<file path="config.mk">
export PLATFORM = sky130hd
export DESIGN_NAME = tpumac_sat
export DESIGN_NICKNAME = d
export VERILOG_FILES = /design/src/rtl/tpumac_sat.sv
export SDC_FILE = /design/constraint.sdc
export NUM_CORES = 1
export LEC_CHECK = 0
export ABC_AREA = 1
export CORE_UTILIZATION = 30
export CTS_CLUSTER_SIZE = 10
export DETAILED_ROUTE_END_ITERATION = 8
export PLACE_DENSITY = 0.49
export SETUP_SLACK_MARGIN = 0.15
export SKIP_CTS_REPAIR_TIMING = 1
export SLEW_MARGIN = 10
export SYNTH_ARGS = -nofsm -noshare
export SYNTH_HDL_FRONTEND = slang
export SYNTH_SLANG_ARGS = --single-unit
export TNS_END_PERCENT = 50
</file>
<file path="constraint.sdc">
create_clock -name clk -period 13.5 [get_ports clk]
set_input_delay 2.7 -clock clk [delete_from_list [all_inputs] [get_ports clk]]
set_output_delay 2.7 -clock clk [all_outputs]
set_load 0.005 [all_outputs]
</file>
<file path="src/rtl/tpumac_sat.sv">
// -----------------------------------------------------------------------------
// tpumac_sat: systolic-array multiply-accumulate processing element.
//
// Each cycle the PE forwards its A/B operands to its east/south neighbours and
// accumulates the signed product A*B into a local accumulator. The product can
// optionally be registered (PIPE=1) for timing closure. Accumulation either
// saturates to the signed accumulator range (SAT=1) or wraps (SAT=0). In both
// modes a sticky overflow flag records any out-of-range accumulate.
//
// Parameters:
//   BITS_AB  signed operand width for A and B
//   BITS_C   signed accumulator width, must be >= 2*BITS_AB
//   SAT      1 = clamp on overflow, 0 = two's-complement wrap
//   PIPE     1 = registered product (2-cycle latency), 0 = combinational (1-cycle)
//
// Ports:
//   clk   in   clock, all state changes on rising edge
//   rst   in   synchronous active-high reset
//   en    in   forward A/B and launch a MAC
//   WrEn  in   load accumulator from Cin
//   clr   in   clear accumulator, overflow flag and in-flight product
//   Ain   in   signed A operand
//   Bin   in   signed B operand
//   Cin   in   signed accumulator preload value
//   Aout  out  registered A to east neighbour
//   Bout  out  registered B to south neighbour
//   Cout  out  signed accumulator
//   ovf   out  sticky overflow flag
//   busy  out  product in flight (always 0 when PIPE=0)
//
// Handshake: there is no backpressure. en is a one-cycle "valid" for the
// operands on Ain/Bin; the PE is always ready. A controller drains the PE by
// dropping en and waiting for busy=0 before reading Cout.
// -----------------------------------------------------------------------------
module tpumac_sat #(
  parameter int BITS_AB = 8,
  parameter int BITS_C  = 16,
  parameter bit SAT     = 1'b1,
  parameter bit PIPE    = 1'b1
) (
  input  logic                      clk,
  input  logic                      rst,
  input  logic                      en,
  input  logic                      WrEn,
  input  logic                      clr,
  input  logic signed [BITS_AB-1:0] Ain,
  input  logic signed [BITS_AB-1:0] Bin,
  input  logic signed [BITS_C-1:0]  Cin,
  output logic signed [BITS_AB-1:0] Aout,
  output logic signed [BITS_AB-1:0] Bout,
  output logic signed [BITS_C-1:0]  Cout,
  output logic                      ovf,
  output logic                      busy
);

  localparam int PW = 2 * BITS_AB;  // full product width
  localparam int SW = BITS_C + 1;   // sum width, one guard bit above the accumulator

  localparam logic signed [BITS_C-1:0] C_MAX = {1'b0, {(BITS_C-1){1'b1}}};
  localparam logic signed [BITS_C-1:0] C_MIN = {1'b1, {(BITS_C-1){1'b0}}};

  generate
    if (BITS_C < PW) begin : g_bad_width
      $error("tpumac_sat: BITS_C must be >= 2*BITS_AB");
    end
  endgenerate

  logic signed [BITS_AB-1:0] a_q, a_d;
  logic signed [BITS_AB-1:0] b_q, b_d;
  logic signed [BITS_C-1:0]  c_q, c_d;
  logic                      ovf_q, ovf_d;

  logic signed [PW-1:0] prod_c;
  logic signed [SW-1:0] prod_ext;
  logic signed [SW-1:0] add_val;
  logic                 add_vld;
  logic signed [SW-1:0] sum;
  logic                 out_of_range;

  // Full-precision signed product, sign-extended to the sum width.
  assign prod_c   = Ain * Bin;
  assign prod_ext = {{(SW-PW){prod_c[PW-1]}}, prod_c};

  generate
    if (PIPE) begin : g_pipe
      logic signed [SW-1:0] prod_q;
      logic                 pv_q;

      // The product register loads every edge; pv marks whether it holds a
      // live product. clr kills a product being launched in the same cycle.
      always_ff @(posedge clk) begin
        if (rst) begin
          prod_q <= '0;
          pv_q   <= 1'b0;
        end else begin
          prod_q <= prod_ext;
          pv_q   <= en & ~clr;
        end
      end

      assign add_val = prod_q;
      assign add_vld = pv_q;
      assign busy    = pv_q;
    end else begin : g_comb
      assign add_val = prod_ext;
      assign add_vld = en;
      assign busy    = 1'b0;
    end
  endgenerate

  // One guard bit: the sum is out of range when the top two bits disagree.
  assign sum          = {c_q[BITS_C-1], c_q} + add_val;
  assign out_of_range = sum[SW-1] ^ sum[SW-2];

  always_comb begin
    a_d   = a_q;
    b_d   = b_q;
    c_d   = c_q;
    ovf_d = ovf_q;

    // Forwarding depends only on en; clr and WrEn leave it alone.
    if (en) begin
      a_d = Ain;
      b_d = Bin;
    end

    // Accumulator priority: clr, then preload (drops a completing product),
    // then accumulate.
    if (clr) begin
      c_d   = '0;
      ovf_d = 1'b0;
    end else if (WrEn) begin
      c_d = Cin;
    end else if (add_vld) begin
      if (out_of_range) begin
        ovf_d = 1'b1;
        if (SAT) begin
          c_d = sum[SW-1] ? C_MIN : C_MAX;
        end else begin
          c_d = sum[BITS_C-1:0];
        end
      end else begin
        c_d = sum[BITS_C-1:0];
      end
    end
  end

  always_ff @(posedge clk) begin
    if (rst) begin
      a_q   <= '0;
      b_q   <= '0;
      c_q   <= '0;
      ovf_q <= 1'b0;
    end else begin
      a_q   <= a_d;
      b_q   <= b_d;
      c_q   <= c_d;
      ovf_q <= ovf_d;
    end
  end

  assign Aout = a_q;
  assign Bout = b_q;
  assign Cout = c_q;
  assign ovf  = ovf_q;

endmodule

</file>
; ---- Word-level counts from Yosys, hierarchy flattened
; Cells that the tools add are included.
[word_totals]
output_inout_bits = 34
input_bits = 37
register_bits = 50
[op_classes]
reduce_logical = 3
mux = 4
n_mul = 1
bitwise = 4
n_addsub = 1
[ops]
columns = operator, n
row1 = $mux W16, 4
row2 = $add A16 B16 Y17, 1
row3 = $mul A8 B8 Y16, 1
row4 = $reduce_and A3 Y1, 1
row5 = $not A1 Y1, 2
row6 = $reduce_bool A2 Y1, 1
row7 = $reduce_or A2 Y1, 1
row8 = $and A1 B1 Y1, 1
row9 = $xor A1 B1 Y1, 1

; ---- Longest topological paths before layout
; Gate-level depths: netlist of run 1.
[depth]
ltp_word = 5
depth_mapped = 21
depth_no_buf = 20

; ---- Worst setup path before layout of run 1
; OpenSTA, ideal clock, no wires.
[synth_timing]
kind = input-to-reg
start = input Bin[7]
end = register g_pipe.prod_q[13] (netlist: add_val[13])
setup_slack_ns = 6.968
arrival_ns = 6.468
stages = 17
setup_ns = 0.064
cell_sequence = clkinv_1 > or2_2 > fa_1 > fa_1 > fa_1 > fa_1 > inv_1 > ha_1 > a21oi_1 > inv_1 > a21oi_1 > nor2_1 > nor2_1 > nor2_1 > o21ai_0 > nand2_1 > nor2_1
[synth_between]
elab_chain_len = 1
[synth_lines]
columns = element, line
row1 = "start, declared", 47  ; input logic signed [BITS_AB-1:0] Bin,
row2 = $mul A8 B8 Y16, 81  ; assign prod_c = Ain * Bin;
row3 = "end signal, assigned", 96  ; prod_q <= prod_ext;
row4 = "end, declared", 86  ; logic signed [SW-1:0] prod_q;
; Every way passes these cells.
; A chain may end at the register's enable or synchronous reset.

; ---- Worst setup path in the final report of run 1
; Same ends and word-level chain as after synthesis.

==> results of run 1 <==
==> layout make-up <==
type,instances,area [um^2]
clock buffer,5,125
clock inverter,3,21.3
fill,1794,10500
inverter,165,624
multi-input combinational,478,3490
sequential,50,1000
tap,220,275
timing repair buffer,70,701
==> cells in the final DEF (no fill, tap or decap), types with 2 or more instances in the layout <==
cell type	instances
a22oi_1	9
clkinv_1	2
a22o_1	4
inv_1	158
nand2_2	7
nor3_1	9
a31oi_1	4
ha_1	45
nor2_2	2
o21ai_2	2
inv_4	2
o21bai_1	4
nand4_1	4
fa_1	56
clkbuf_16	5
clkdlybuf4s50_1	70
nand2_4	3
inv_2	3
a21oi_2	2
nand2_1	138
xnor2_1	11
nand3_1	15
nor2_1	79
xor2_1	8
dfxtp_1	50
o21ai_0	28
a21oi_1	41
==> stage by stage <==
stage / power, W / cell area [um^2] / hold slack [ns] / std cells / utilization (%)
5_1_grt: 0.000938 / 6240 / 0.527 / 991 / 37.2
2_1_floorplan: 0.000581 / 5210 / 0.466 / 718 / -
3_5_place_dp: 0.000711 / 6090 / 0.483 / 983 / 36.3
6_report: 0.000836 / 6240 / 0.500 / 991 / 37.2
4_1_cts: 0.000847 / 6230 / 0.503 / 991 / 37.2
3_3_place_gp: 0.000704 / 6090 / 0.466 / 983 / 36.3
==> critical path, stage by stage <==
cell and delay (ns):
clkdlybuf4s50_1 0.49, clkinv_1 0.26, or2_2 0.38, fa_1 0.50, fa_1 0.52, fa_1 0.52
fa_1 0.54, inv_1 0.04, ha_1 0.33, a21oi_1 0.16, inv_1 0.08, a21oi_1 0.21
nor2_1 0.07, nor2_1 0.15, nor2_1 0.07, o21ai_0 0.15, nand2_1 0.06, nor2_1 0.13
==> per-layer routing <==
layer	global-route usage [%]	vias to the layer above	part of all wire (%)
met4	3.60	0	0.74
met3	1.71	6	3.6
met5	0	-	0
li1	-	2274	-
met1	20.9	2129	47
met2	27.5	95	48
==> power by group through the flow <==
stage	logic, W	clock network, W	registers [W]
after floorplan	0.000399	0	0.000182
after global placement	0.000515	0	0.000189
after detailed placement	0.000523	0	0.000188
after CTS	0.000526	0.000136	0.000184
after global routing	0.000611	0.000141	0.000186
final	0.000521	0.000131	0.000184
==> how the worst max path moves through the flow <==
| stage | slack, ns | from | depth (start not counted) | endpoint |
|---|---|---|---|---|
| floorplan | 6.97 | Bin[7] | 17 | add_val[13] |
| global placement | 6.17 | Bin[7] | 18 | add_val[13] |
| detailed placement | 6.04 | Bin[7] | 18 | add_val[13] |
| CTS | 6.34 | Bin[7] | 18 | add_val[13] |
| global route | 6.01 | Bin[7] | 18 | add_val[13] |
| finish | 6.36 | Bin[7] | 18 | add_val[13] |
==> logic make-up (layout without fill, tap and decap cells) <==
family,Yosys count,count (layout)
simple gates,261,261
buf+inv,190,243
fa+ha+maj,101,101
compound gates,97,97
flops,50,50
xor+xnor,19,19
==> state kept, by name (all words and copies together), names as in the netlist <==
name	flops
add_val	16
Aout	8
busy	1
Bout	8
Cout	16
ovf	1
==> impl_metrics.env, run 1 <==
export IMPL_finalCriticalPeriod_ns=7.14
export IMPL_reg2reg_depth=17
export IMPL_fp_dieW_um=134
export IMPL_internal_power_w=0.000443
export IMPL_avgRoutedWirePerCell_um=13.2
export IMPL_synth_compound_area_share_pct=10.8
export IMPL_synthFlopType="dfxtp_1"
export IMPL_worstMarginPinSlew_ns=0.778
export IMPL_hold_viol=0
export IMPL_cts_tree="yes"
export IMPL_synth_fa_ha_area_share_pct=32.3
export IMPL_power_clock_fraction_pct=15.6
export IMPL_min_to="ovf"
export IMPL_reg2reg_to="Cout[8]"
export IMPL_overflow=0
export IMPL_comb_power_share_pct=62.4
export IMPL_ys_warn_count=0
export IMPL_hold_start="ovf"
export IMPL_synth_simple_area_share_pct=20.7
export IMPL_syn_num_nets=856
export IMPL_cts_root_buf="clkbuf_16"
export IMPL_cellPowerDensity_nw_per_um2=134
export IMPL_cap_violations=0
export IMPL_ys_async_sr_fraction_pct=0
export IMPL_area_delta_synth_final_pct=19.8
export IMPL_cts_htree_levels=2
export IMPL_syn_area_um2=5210
export IMPL_ys_types=35
export IMPL_drive_above_1_share_pct=4.02
export IMPL_rows=47
export IMPL_dieArea_um2=17900
export IMPL_synth_most_common_cell="inv_1"
export IMPL_clockBufferDepth=2
export IMPL_dp_hpwl_mm=10.9
export IMPL_grt_pass1_wl_mm=22.6
export IMPL_drt_iter0_markers=257
export IMPL_muxShareOfSynthArea_pct=0
export IMPL_gp_congestion=0.831
export IMPL_initial_utilization_pct=31.1
export IMPL_cts_buffers=5
export IMPL_status="finished, final reports clean"
export IMPL_antenna_cells=0
export IMPL_grtUsageTotal_pct=15.8
export IMPL_synth_area_top_cells="fa_1 22%, dfxtp_1 19%, inv_1 11%, ha_1 11%, nand2_1 9.9%"
export IMPL_viasPerCell=4.54
export IMPL_period_share_pct=52.9
export IMPL_worst_setup_path_end_kind="flip-flop"
export IMPL_synthCells=718
export IMPL_synth_top_family_by_area="adder cells"
export IMPL_hold_class="reg2reg"
export IMPL_setup_ws_ns=6.36
export IMPL_clkTransAtPathRegs_ns=0.07
export IMPL_drc=0
export IMPL_grt_pass1_vias=4691
export IMPL_fmax_mhz=140
export IMPL_port_buffers=70
export IMPL_synth_seq_cells=50
export IMPL_switchingPower_w=0.000393
export IMPL_clkSinkCount=50
export IMPL_grt_antenna_before_repair=0
export IMPL_synth_xor_area_share_pct=3.20
export IMPL_synth_edf_count=0
export IMPL_core_area_um2=16800
export IMPL_ios=71
export IMPL_switching_share_pct=47.0
export IMPL_synth_avg_cell_area_um2=7.25
export IMPL_layout_nets=908
export IMPL_dp_slack_ns=6.04
export IMPL_tns_ns=0
export IMPL_finalSetupViolCount=0
export IMPL_required_ns=13.72
export IMPL_synth_cells_most_frequent="158 x inv_1, 138 x nand2_1, 80 x nor2_1, 56 x fa_1, 50 x dfxtp_1"
export IMPL_worstPathMaxFanout=9
export IMPL_synth_top_area_share_pct=21.5
export IMPL_r2r_slack_ns=11.11
export IMPL_cp_arrival_ns=7.36
export IMPL_die_h_um=134
export IMPL_dr_pass1_iters=5
export IMPL_ant_nets=0
export IMPL_power_leakage_nw=3.24
export IMPL_critical_path_class="in2reg"
export IMPL_slew_viol_final=0
export IMPL_setup_worst_path_start_class="primary input"
export IMPL_ir_worst_vdd_v=0.000109
export IMPL_dr_total_vias=4504
export IMPL_rsz0062_at_grt="false"
export IMPL_min_path_cells=2
export IMPL_seq_area_frac_synth_pct=19.2
export IMPL_synth_area_leader_cell="fa_1"
export IMPL_p_seq_share_pct=22.0
export IMPL_clock_skew_ns=0.00896
export IMPL_grt_max_degree=27
export IMPL_clkLatencyLatePin_ns=0.30
export IMPL_rr_startpoint="Cout[0]"
export IMPL_postRouteWirelength_mm=13.0
export IMPL_slew_headroom_pct=48.0
(Power assumes the default switching activity.)
==> inputs of run 2 (changes only) <==
==> constraint.sdc (replaced) <==
create_clock -name clk -period 7 [get_ports clk]
set_input_delay 1.4 -clock clk [delete_from_list [all_inputs] [get_ports clk]]
set_output_delay 1.4 -clock clk [all_outputs]
set_load 0.005 [all_outputs]
==> run 2 against run 1 <==
  * Global-route usage grew 0.14 points
  * Clock-buffer cell count unchanged
  * Clock power grew 92%
  * Critical path depth is the same
  * Highest routed layer unchanged
==> impl_metrics.env, run 2 (synthesis gave the netlist of run 1 again) <==
export IMPL_grt_pass1_vias=4697
export IMPL_fin_cells=991
export IMPL_grtUsageTotal_pct=16.0
export IMPL_ios=71
export IMPL_drt_iter0_markers=204
export IMPL_dr_pass1_iters=8
export IMPL_layout_nets=908
export IMPL_cts_tree="yes"
export IMPL_period_share_pct=83.3
export IMPL_core_area_um2=16800
export IMPL_clock_skew_ns=0.00615
export IMPL_clkSinkCount=50
export IMPL_drive_above_1_share_pct=3.89
export IMPL_initial_utilization_pct=31.1
export IMPL_grt_antenna_before_repair=0
export IMPL_slew_viol_final=0
export IMPL_cts_buffers=5
export IMPL_hold_class="reg2reg"
export IMPL_drc=0
export IMPL_cts_root_buf="clkbuf_16"
export IMPL_dr_total_vias=4522
export IMPL_rsz0062_at_grt="false"
export IMPL_rows=47
export IMPL_dp_hpwl_mm=10.9
export IMPL_clkTransAtPathRegs_ns=0.07
export IMPL_ant_nets=0
export IMPL_critical_path_class="in2reg"
export IMPL_status="finished, final reports clean"
export IMPL_fmax_mhz=171
export IMPL_finalSetupViolCount=0
export IMPL_clkLatencyLatePin_ns=0.30
export IMPL_worstMarginPinSlew_ns=1.17
export IMPL_grt_max_degree=27
export IMPL_die_h_um=134
export IMPL_finalCriticalPeriod_ns=5.83
export IMPL_required_ns=7.22
export IMPL_setup_worst_path_start_class="primary input"
export IMPL_postRouteWirelength_mm=13.0
export IMPL_cap_violations=0
export IMPL_port_buffers=70
export IMPL_cp_arrival_ns=6.06
export IMPL_hold_viol=0
export IMPL_cts_htree_levels=2
export IMPL_viasPerCell=4.56
export IMPL_grt_pass1_wl_mm=22.8
export IMPL_tns_ns=0
export IMPL_dp_cells=983
export IMPL_final_area_um2=6230
export IMPL_final_cell_mix="158 x inv_1, 138 x nand2_1, 80 x nor2_1"
export IMPL_avgRoutedWirePerCell_um=13.1
export IMPL_dp_slack_ns=0.816
export IMPL_slew_headroom_pct=21.5
export IMPL_gp_congestion=0.831
export IMPL_layout_commonest_cell="inv_1"
export IMPL_setup_ws_ns=1.17
export IMPL_dpl_cell_area_um2=6090
export IMPL_postLayoutCoreUtil_pct=37.2
export IMPL_cellPowerDensity_nw_per_um2=258
export IMPL_overflow=0
export IMPL_power_leakage_nw=3.24
export IMPL_fp_dieW_um=134
export IMPL_worst_setup_path_end_kind="flip-flop"
export IMPL_clockBufferDepth=2
export IMPL_worstPathMaxFanout=9
export IMPL_antenna_cells=0
export IMPL_dieArea_um2=17900
export IMPL_area_delta_synth_final_pct=19.7
export IMPL_ir_worst_vdd_v=0.000228
## run 2: cell counts in the layout (fill, tap and decap cells not counted)
No cell type changed its count.
## run 2: worst max-delay path, stage by stage
cell and delay, ns:
clkdlybuf4s50_1 0.49, clkinv_1 0.26, or2_2 0.39, fa_1 0.51, fa_1 0.52, fa_1 0.52
fa_1 0.54, inv_1 0.04, ha_1 0.33, a21oi_1 0.17, inv_1 0.08, a21oi_1 0.19
nor2_1 0.06, nor2_1 0.16, nor2_1 0.08, o21ai_0 0.15, nand2_1 0.06, nor2_1 0.13
## run 2: per-stage QoR
step	total power (W)	hold slack (ns)
after global routing	0.00181	0.537
after detailed placement	0.00137	0.490
after CTS	0.00163	0.512
after global placement	0.00136	0.466
final	0.00161	0.499
after floorplan	0.00112	0.466
## run 2: per-layer routing
layer | GRT usage, % | share of wire [%]
met1 | 21.1 | 47
met2 | 28.0 | 48
met3 | 1.48 | 3.8
met4 | 3.85 | 1.1
met5 | 0 | 0
## run 2: worst paths after layout
kind                            slack, ns     endpoint  cells after the start  startpoint
worst min-delay path                 0.50          ovf                      2         ovf
worst max-delay path                 1.17  add_val[13]                     18      Bin[7]
worst max register to register       4.61      Cout[8]                     17     Cout[0]
worst min register to register       0.50          ovf                      2         ovf
## run 2: where the power goes
part	total [W]	switching, W	internal, W
sequential	0.000354	0.0000239	0.000331
clock	0.000252	0.000119	0.000133
combinational	0.00100	0.000610	0.000390
total	0.00161	0.000753	0.000853
## run 2: cell type report
class | instances | area, um^2
inverter | 165 | 624
tap | 220 | 275
multi-input combinational | 478 | 3490
clock buffer | 5 | 125
clock inverter | 3 | 21.3
sequential | 50 | 1000
fill | 1769 | 10500
timing repair buffer | 70 | 701
